[src/rtl/ps2_key_decoder_pkg.sv]
// Shared scan-code constants and prefix-state encoding for the PS/2 key decoder.
// Latency: none (declarations only).
// Backpressure: none (declarations only).
package ps2_key_pkg;

  // Prefix bytes of the set-2 protocol.
  localparam logic [7:0] SC_EXT   = 8'hE0;
  localparam logic [7:0] SC_BRK   = 8'hF0;

  // Keys the game cares about.
  localparam logic [7:0] SC_ENTER = 8'h5A;
  localparam logic [7:0] SC_SPACE = 8'h29;
  localparam logic [7:0] SC_A     = 8'h1C;
  localparam logic [7:0] SC_D     = 8'h23;
  localparam logic [7:0] SC_W     = 8'h1D;
  localparam logic [7:0] SC_LEFT  = 8'h6B;
  localparam logic [7:0] SC_RIGHT = 8'h74;
  localparam logic [7:0] SC_UP    = 8'h75;

  // Where we are inside a multi-byte make/break sequence.
  typedef enum logic [1:0] {
    ST_IDLE    = 2'd0,
    ST_EXT     = 2'd1,
    ST_BRK     = 2'd2,
    ST_EXT_BRK = 2'd3
  } ps2_state_t;

  // A prefix byte only advances the state machine; anything else completes a sequence.
  function automatic logic is_prefix(input logic [7:0] b);
    return (b == SC_EXT) || (b == SC_BRK);
  endfunction

endpackage

[src/rtl/ps2_key_decoder_prefix_fsm.sv]
// Tracks E0/F0 prefixes and flags the byte that completes each scan-code sequence.
// Latency: combinational done/code/flags in the cycle of the completing rx_valid.
// Backpressure: none; one byte accepted per cycle. Optional macro: PS2_KEYDEC_TIMEOUT_EN.
module ps2_prefix_fsm
  import ps2_key_pkg::*;
#(
  parameter int TIMEOUT_CYCLES = 650000
) (
  input  logic       clk,
  input  logic       rst,
  input  logic       i_flush,
  input  logic [7:0] i_rx_data,
  input  logic       i_rx_valid,
  output logic       o_done,
  output logic [7:0] o_code,
  output logic       o_is_ext,
  output logic       o_is_break
);

  ps2_state_t r_state;
  ps2_state_t w_state_nxt;
  logic       w_timeout;

  // A timeout shorter than two cycles would abandon every prefix immediately.
  a_timeout_min : assert property (@(posedge clk) TIMEOUT_CYCLES >= 2);

`ifdef PS2_KEYDEC_TIMEOUT_EN
  localparam int CW = (TIMEOUT_CYCLES > 2) ? $clog2(TIMEOUT_CYCLES) : 1;
  localparam logic [CW-1:0] CNT_LAST = CW'(TIMEOUT_CYCLES - 1);

  logic [CW-1:0] r_cnt;

  // Stalled-prefix detector: counts quiet cycles spent waiting for the rest of a sequence.
  assign w_timeout = (r_state != ST_IDLE) && (r_cnt == CNT_LAST);

  // Quiet-cycle counter; any byte, flush or return to IDLE restarts it.
  always_ff @(posedge clk) begin
    if (rst || i_flush || i_rx_valid || (r_state == ST_IDLE) || w_timeout) begin
      r_cnt <= '0;
    end else begin
      r_cnt <= r_cnt + 1'b1;
    end
  end
`else
  // Without the timeout a prefix waits indefinitely for its next byte.
  assign w_timeout = 1'b0;
`endif

  // State register.
  always_ff @(posedge clk) begin
    if (rst) begin
      r_state <= ST_IDLE;
    end else begin
      r_state <= w_state_nxt;
    end
  end

  // Next-state and completion strobe; a flush drops the byte in flight.
  always_comb begin
    w_state_nxt = r_state;
    o_done      = 1'b0;
    if (i_flush) begin
      w_state_nxt = ST_IDLE;
    end else if (i_rx_valid) begin
      if (i_rx_data == SC_EXT) begin
        // E0 restarts an extended sequence from any state.
        w_state_nxt = ST_EXT;
      end else if (i_rx_data == SC_BRK) begin
        unique case (r_state)
          ST_IDLE: w_state_nxt = ST_BRK;
          ST_EXT:  w_state_nxt = ST_EXT_BRK;
          default: w_state_nxt = r_state;
        endcase
      end else begin
        // Every non-prefix byte ends the sequence, recognised or not.
        o_done      = 1'b1;
        w_state_nxt = ST_IDLE;
      end
    end else if (w_timeout) begin
      w_state_nxt = ST_IDLE;
    end
  end

  assign o_code     = i_rx_data;
  assign o_is_ext   = (r_state == ST_EXT) || (r_state == ST_EXT_BRK);
  assign o_is_break = (r_state == ST_BRK) || (r_state == ST_EXT_BRK);

endmodule

[src/rtl/ps2_key_decoder.sv]
// Decodes PS/2 set-2 scan codes into Enter/Space press pulses and held movement keys.
// Latency: 1 cycle from the completing rx_valid to pulse/held-level change.
// Backpressure: none; one byte per cycle, clear_keys discards the byte in the same cycle. Optional macro: PS2_KEYDEC_TIMEOUT_EN.
module ps2_key_decoder
  import ps2_key_pkg::*;
#(
  parameter int TIMEOUT_CYCLES = 650000
) (
  input  logic       clk,
  input  logic       rst,
  input  logic [7:0] rx_data,
  input  logic       rx_valid,
  input  logic       clear_keys,
  output logic       key_enter,
  output logic       key_space,
  output logic       fire_left,
  output logic       fire_right,
  output logic       fire_up,
  output logic       water_left,
  output logic       water_right,
  output logic       water_up
);

  logic       w_done;
  logic [7:0] w_code;
  logic       w_is_ext;
  logic       w_is_break;

  ps2_prefix_fsm #(
    .TIMEOUT_CYCLES (TIMEOUT_CYCLES)
  ) u_prefix (
    .clk        (clk),
    .rst        (rst),
    .i_flush    (clear_keys),
    .i_rx_data  (rx_data),
    .i_rx_valid (rx_valid),
    .o_done     (w_done),
    .o_code     (w_code),
    .o_is_ext   (w_is_ext),
    .o_is_break (w_is_break)
  );

  logic w_hit_enter;
  logic w_hit_space;
  logic w_hit_a;
  logic w_hit_d;
  logic w_hit_w;
  logic w_hit_left;
  logic w_hit_right;
  logic w_hit_up;

  // Key table: Enter matches both main and keypad; other codes only in their own table.
  always_comb begin
    w_hit_enter = 1'b0;
    w_hit_space = 1'b0;
    w_hit_a     = 1'b0;
    w_hit_d     = 1'b0;
    w_hit_w     = 1'b0;
    w_hit_left  = 1'b0;
    w_hit_right = 1'b0;
    w_hit_up    = 1'b0;
    if (w_done) begin
      w_hit_enter = (w_code == SC_ENTER);
      if (w_is_ext) begin
        w_hit_left  = (w_code == SC_LEFT);
        w_hit_right = (w_code == SC_RIGHT);
        w_hit_up    = (w_code == SC_UP);
      end else begin
        w_hit_space = (w_code == SC_SPACE);
        w_hit_a     = (w_code == SC_A);
        w_hit_d     = (w_code == SC_D);
        w_hit_w     = (w_code == SC_W);
      end
    end
  end

  logic r_key_enter;
  logic r_key_space;
  logic r_enter_held;
  logic r_space_held;

  // Press pulses fire only on the first make; typematic repeats see the held flag and stay quiet.
  always_ff @(posedge clk) begin
    if (rst) begin
      r_key_enter  <= 1'b0;
      r_key_space  <= 1'b0;
      r_enter_held <= 1'b0;
      r_space_held <= 1'b0;
    end else begin
      r_key_enter <= 1'b0;
      r_key_space <= 1'b0;
      if (clear_keys) begin
        r_enter_held <= 1'b0;
        r_space_held <= 1'b0;
      end else begin
        if (w_hit_enter) begin
          if (w_is_break) begin
            r_enter_held <= 1'b0;
          end else begin
            r_key_enter  <= ~r_enter_held;
            r_enter_held <= 1'b1;
          end
        end
        if (w_hit_space) begin
          if (w_is_break) begin
            r_space_held <= 1'b0;
          end else begin
            r_key_space  <= ~r_space_held;
            r_space_held <= 1'b1;
          end
        end
      end
    end
  end

  logic r_fire_left;
  logic r_fire_right;
  logic r_fire_up;
  logic r_water_left;
  logic r_water_right;
  logic r_water_up;

  // Movement levels follow make/break; a break for an unheld key just rewrites 0.
  always_ff @(posedge clk) begin
    if (rst || clear_keys) begin
      r_fire_left   <= 1'b0;
      r_fire_right  <= 1'b0;
      r_fire_up     <= 1'b0;
      r_water_left  <= 1'b0;
      r_water_right <= 1'b0;
      r_water_up    <= 1'b0;
    end else begin
      if (w_hit_left)  r_fire_left   <= ~w_is_break;
      if (w_hit_right) r_fire_right  <= ~w_is_break;
      if (w_hit_up)    r_fire_up     <= ~w_is_break;
      if (w_hit_a)     r_water_left  <= ~w_is_break;
      if (w_hit_d)     r_water_right <= ~w_is_break;
      if (w_hit_w)     r_water_up    <= ~w_is_break;
    end
  end

  assign key_enter   = r_key_enter;
  assign key_space   = r_key_space;
  assign fire_left   = r_fire_left;
  assign fire_right  = r_fire_right;
  assign fire_up     = r_fire_up;
  assign water_left  = r_water_left;
  assign water_right = r_water_right;
  assign water_up    = r_water_up;

endmodule

[config.mk]
export PLATFORM = sky130hd
export DESIGN_NAME = ps2_key_decoder
export DESIGN_NICKNAME = d
export VERILOG_FILES = /design/src/rtl/ps2_key_decoder_pkg.sv /design/src/rtl/ps2_key_decoder_prefix_fsm.sv /design/src/rtl/ps2_key_decoder.sv
export SDC_FILE = /design/constraint.sdc
export NUM_CORES = 1
export LEC_CHECK = 0
export BUFFER_PORTS_ARGS = -buffer_cell sky130_fd_sc_hd__buf_4
export CORE_UTILIZATION = 47
export CTS_CLUSTER_SIZE = 12
export DETAILED_ROUTE_END_ITERATION = 10
export PLACE_DENSITY = 0.86
export SLEW_MARGIN = 20
export SYNTH_ARGS = -nofsm -noshare
export SYNTH_HDL_FRONTEND = slang
export SYNTH_SLANG_ARGS = --single-unit
[constraint.sdc]
create_clock -name clk -period 1.4 [get_ports clk]
set_input_delay 0.28 -clock clk [delete_from_list [all_inputs] [get_ports clk]]
set_output_delay 0.28 -clock clk [all_outputs]
set_load 0.005 [all_outputs]
# Yosys cells after proc, flatten, opt, wreduce, memory -nomap -nowiden
# Cells that the tools add are included.
dict set report totals {
  reg_bits 12
  inputBits 12
  output_inout_bits 8
  wordCells 61
}
dict set report op_classes {
  n_eq_ne 14
  mux 23
  n_bitwise 5
  reduce_logical 8
}
# operator count
set ops {}
lappend ops {{8-bit by 7-bit equality test with 1-bit output (second input constant)} 4}
lappend ops {{1-bit two-way mux} 20}
lappend ops {{8-bit by 5-bit equality test with 1-bit output (second input constant)} 2}
lappend ops {{8-bit by 6-bit equality test with 1-bit output (second input constant)} 2}
lappend ops {{8-bit equality test (second input constant)} 2}
lappend ops {{4-bit OR reduction} 2}
lappend ops {{1-bit NOT} 5}
lappend ops {{2-bit equality test (second input constant)} 2}
lappend ops {{2-bit two-way mux} 2}
lappend ops {{4-bit by 3-bit inequality test with 1-bit output (second input constant)} 1}
lappend ops {{2-bit one-hot mux with 2 select lines} 1}
lappend ops {{1-bit logical OR} 3}
lappend ops {{2-bit by 1-bit equality test with 1-bit output (second input constant)} 1}
lappend ops {{2-bit zero test} 1}
lappend ops {{2-bit AND reduction} 1}
lappend ops {{2-bit OR reduction} 1}

# Longest topological paths before layout
dict set report logic_depth {
  ltp_word 8
  mapped_depth 3
  ltp_nobuf 3
}

# By module
# A second synthesis with hierarchy kept.
dict set report hier_totals {
  hier_cells 73
  area_unflattened_um2 658.1
}
# module instances cells_per_inst area_per_inst_um2 seq_area_each_um2
set by_module_without_submodules {}
lappend by_module_without_submodules {ps2_key_decoder 1 52 485.5 200.2}
lappend by_module_without_submodules {ps2_prefix_fsm 1 21 172.7 40.0}

# Worst setup path before layout
# OpenSTA, ideal clock, no wires.
dict set report synth_timing {
  path_type {register to register}
  from {register u_prefix.r_state[1]}
  to {register r_key_space (netlist: key_space)}
  setup_time_ns 0.073
  arrival_time_ns 0.928
  path_slack_ns 0.399
  path_stages_with_launch 4
  cell_sequence {dfxtp_1 or3_1 buf_2 nor3_2}
}
dict set report synth_between {
  elab_chain_len 6
}
# item line
set synth_rtl {}
lappend synth_rtl {{from (decl)} ps2_key_decoder_prefix_fsm.sv:20} ;# ps2_state_t r_state;
lappend synth_rtl {{from (signal assigned)} ps2_key_decoder_prefix_fsm.sv:54} ;# r_state <= w_state_nxt;
lappend synth_rtl {{2-bit by 1-bit equality test with 1-bit output or 2-bit equality test (tied branches)} {ps2_key_decoder_prefix_fsm.sv:85, ps2_key_decoder_prefix_fsm.sv:86}}
lappend synth_rtl {{1-bit logical OR} ps2_key_decoder_prefix_fsm.sv:85} ;# assign o_is_ext = (r_state == ST_EXT) || (r_state == ST_EXT_BRK);
lappend synth_rtl {{1-bit two-way mux} ps2_key_decoder.sv:64} ;# if (w_is_ext) begin
lappend synth_rtl {{1-bit two-way mux} ps2_key_decoder.sv:62} ;# if (w_done) begin
lappend synth_rtl {{1-bit NOT (no line)} --}
lappend synth_rtl {{4-bit OR reduction (no line) *} --}
lappend synth_rtl {{to (signal assigned)} ps2_key_decoder.sv:108} ;# r_key_space <= ~r_space_held;
lappend synth_rtl {{to (decl)} ps2_key_decoder.sv:78} ;# logic r_key_space;
# Mark *: on every way between the ends. The rest lies on a longest branch, timed or not.
# A chain may end at the register's enable or synchronous reset.

# Final worst setup path
dict set report layout_timing {
  from {register u_prefix.r_state[1]}
  to {register r_fire_up (netlist: fire_up)}
}
dict set report layout_between {
  elab_chain_len 4
}
# item line
set layout_rtl {}
lappend layout_rtl {{2-bit by 1-bit equality test with 1-bit output or 2-bit equality test (tied branches)} {ps2_key_decoder_prefix_fsm.sv:85, ps2_key_decoder_prefix_fsm.sv:86}}
lappend layout_rtl {{1-bit logical OR} ps2_key_decoder_prefix_fsm.sv:85}
lappend layout_rtl {{1-bit two-way mux} ps2_key_decoder.sv:64}
lappend layout_rtl {{1-bit two-way mux} ps2_key_decoder.sv:62}
lappend layout_rtl {{to (signal assigned)} ps2_key_decoder.sv:135} ;# if (w_hit_up) r_fire_up <= ~w_is_break;
lappend layout_rtl {{to (decl)} ps2_key_decoder.sv:118} ;# logic r_fire_up;
# Several ways; a longest one is shown, not always the timed one.

==> metrics.cfg <==
[floorplanning]
dieArea_mm2=0.00146
start_util_pct=52.8
dieWidth_um=38.3
coreArea_mm2=0.00117
io_pins=20
rows=12
die_h_um=38.3

[synth]
synth_area_leader_cell=dfxtp_1
synth_top_family_by_area=simple AND/OR/NAND/NOR gates
ys_warn_count=0
ys_types=21
syn_avg_cell_area_um2=9.97
synth-main-ff-cell=dfxtp_1
synth_mux_area_share_pct=13.0
syn_area_um2=618
synth_edf_count=0
ys_async_sr_fraction_pct=0
yosysMostFrequentCell=dfxtp_1
synth_cells=62
ys_ff_latch=12
synth-seq-area-share_pct=38.9
synth-simple-area-share_pct=44.5
synth_top_cell_area_share_pct=38.9
syn_nets=74
synthTopCellsByArea=dfxtp_1, mux2i_1, and4bb_1
synth_common_cells=dfxtp_1, nand2_1, mux2i_1, nand3_1, nand4_1
synthAdderAreaFrac_pct=0
synth_compound_area_share_pct=2.83
synth_xor_xnor_area_share_pct=0

[power]
seq_power_share_pct=49.4
leakage_nw=0.374
power_frac_clock_pct=39.5
p_int_uw=536
switchingPower_uw=156
p_per_area_mw_per_mm2=855
switching_share_pct=22.5
ir_worst_vdd_v=0.000646
pwr-share-comb_pct=11.1

[final_layout]
num_antenna_cells=0
fin_nets=97
fin_cells=98
final_core_util_pct=69.1
drive_above_1_share_pct=34.5
syn2layout_area_growth_pct=31.0
final_area_um2=810

[place]
dpl_cell_area_um2=773
post-dp-hpwl_mm=1.01
dp.cells=94
routabilityCongestion=0.860
io_buffer_count=19

[timing]
rsz0062_at_grt=false
slew_headroom_pct=72.2
maxSlewViolCount=0
fin_crit_ns=1.12
max_freq_ghz=0.896
finalHoldViolCount=0
finClkSkew_ns=0.00604
worst_pin_slew_ns=0.417
setup_tns_ns=0
setup_violations=0
finalCritPeriodShare_pct=79.8

[global_routing]
grt_use_total_pct=22.5
first_global_vias=510
antenna_found_initial=0
grt_pass1_wl_mm=2.24
gr-total-overflow=0
grt_max_degree=11

[worst_setup_path]
cp.arrival_ns=1.31
cp-end-kind=flip-flop
path_delay_family=simple AND/OR/NAND/NOR gates
cp_num_buf_inv=0
path_class=reg2reg
cp.required_ns=1.59
crit_path_top_delay_cell=or3_1
critPathMaxStageDelay_ns=0.53
path_max_fanout=10
worstSetupStartpointType=flip-flop
path_cells=or3_1 -> mux2i_1

[min_path]
hp-class=in2reg

[routing]
routed_wl_mm=1.32
vias=567
ant_nets=0
drtIter0Drc=9
viasPerCell=5.79
drc_errors=0
firstDrtPassIters=5
wire_per_inst_um=13.5

[cts]
cts_hold_buf=0
htreeDepth=1
cts_made_buffers=3
clock_latency_ns=0.27
cts_sinks=12
root_buffer=clkbuf_4
clockBufferDepth=2
clkTransAtPathRegs_ns=0.08
ctsResizeCount=0
post_cts_buffers=0
tritoncts=yes

[flow_run]
maxCapViolCount=0

[outcome]
status=finished clean

==> final cells by class <==
class | count | area (µm²)
repair buffers | 19 | 143
fillers | 92 | 362
clock buffers | 4 | 36.3
multi-input cells | 49 | 373
flip-flops and latches | 12 | 240
well taps | 14 | 17.5
==> final timing paths <==
kind	from	cells after the start	to	slack [ns]
max	u_prefix.r_state[1]	2	fire_up	0.28
min	rx_valid	2	u_prefix.r_state[0]	0.23
max reg2reg	u_prefix.r_state[1]	2	fire_up	0.28
min reg2reg	r_space_held	1	key_space	0.43
==> sequential cells by signal, summed over array words and instances (netlist names) <==
register,flops
fire_left,1
r_enter_held,1
water_up,1
key_space,1
water_right,1
fire_up,1
r_space_held,1
key_enter,1
fire_right,1
water_left,1
u_prefix.r_state,2
==> through the flow <==
| stage | setup slack [ns] | total power, mW | hold slack, ns |
|---|---|---|---|
| after floorplan | 0.399 | 0.380 | 0.370 |
| after global placement | 0.228 | 0.424 | 0.417 |
| after detailed placement | 0.204 | 0.427 | 0.427 |
| after CTS | 0.266 | 0.700 | 0.220 |
| after global routing | 0.181 | 0.728 | 0.235 |
| final | 0.283 | 0.692 | 0.234 |
==> power by group through the flow <==
| stage | sequential, mW | combinational [mW] | clock (mW) |
|---|---|---|---|
| 2_1_floorplan | 0.350 | 0.0302 | 0 |
| 3_3_place_gp | 0.350 | 0.0737 | 0 |
| 3_5_place_dp | 0.350 | 0.0764 | 0 |
| 4_1_cts | 0.342 | 0.0764 | 0.281 |
| 5_1_grt | 0.342 | 0.0833 | 0.303 |
| 6_report | 0.342 | 0.0767 | 0.273 |
==> layout by cell type, fill, tap and decap left out, drive strengths merged <==
cell type	instances
nand3	4
nor4b	1
nor2b	2
o21ai	1
nand2	9
clkbuf	4
or3	1
nor2	1
nand4b	1
nand4	4
nor3	3
dfxtp	12
and3b	1
mux2i	8
a21oi	1
a21boi	1
and4bb	4
nand2b	1
buf	19
and4b	3
nor3b	3
==> cells by family (layout without fill, tap and decap cells) <==
logic type,after synthesis,after routing
buffers and inverters,1,23
AND/OR/NAND/NOR,38,38
multiplexers,8,8
flip-flops,12,12
AO/OA/AOI/OAI,3,3
==> per-layer routing <==
layer | wire [µm] | vias up | track usage, %
met1 | 610 | 267 | 27.6
li1 | - | 281 | -
met3 | 61 | 0 | 6.98
met5 | 0 | - | 0
met4 | 0 | 0 | 5.36
met2 | 647 | 19 | 37.7
==> worst register-to-register path: cells and delay by family (launching register included) <==
family | cells | cell delay (ns)
flops | 1 | 0.32
mux | 1 | 0.19
simple gates | 1 | 0.53
(Power assumes the default switching activity.)
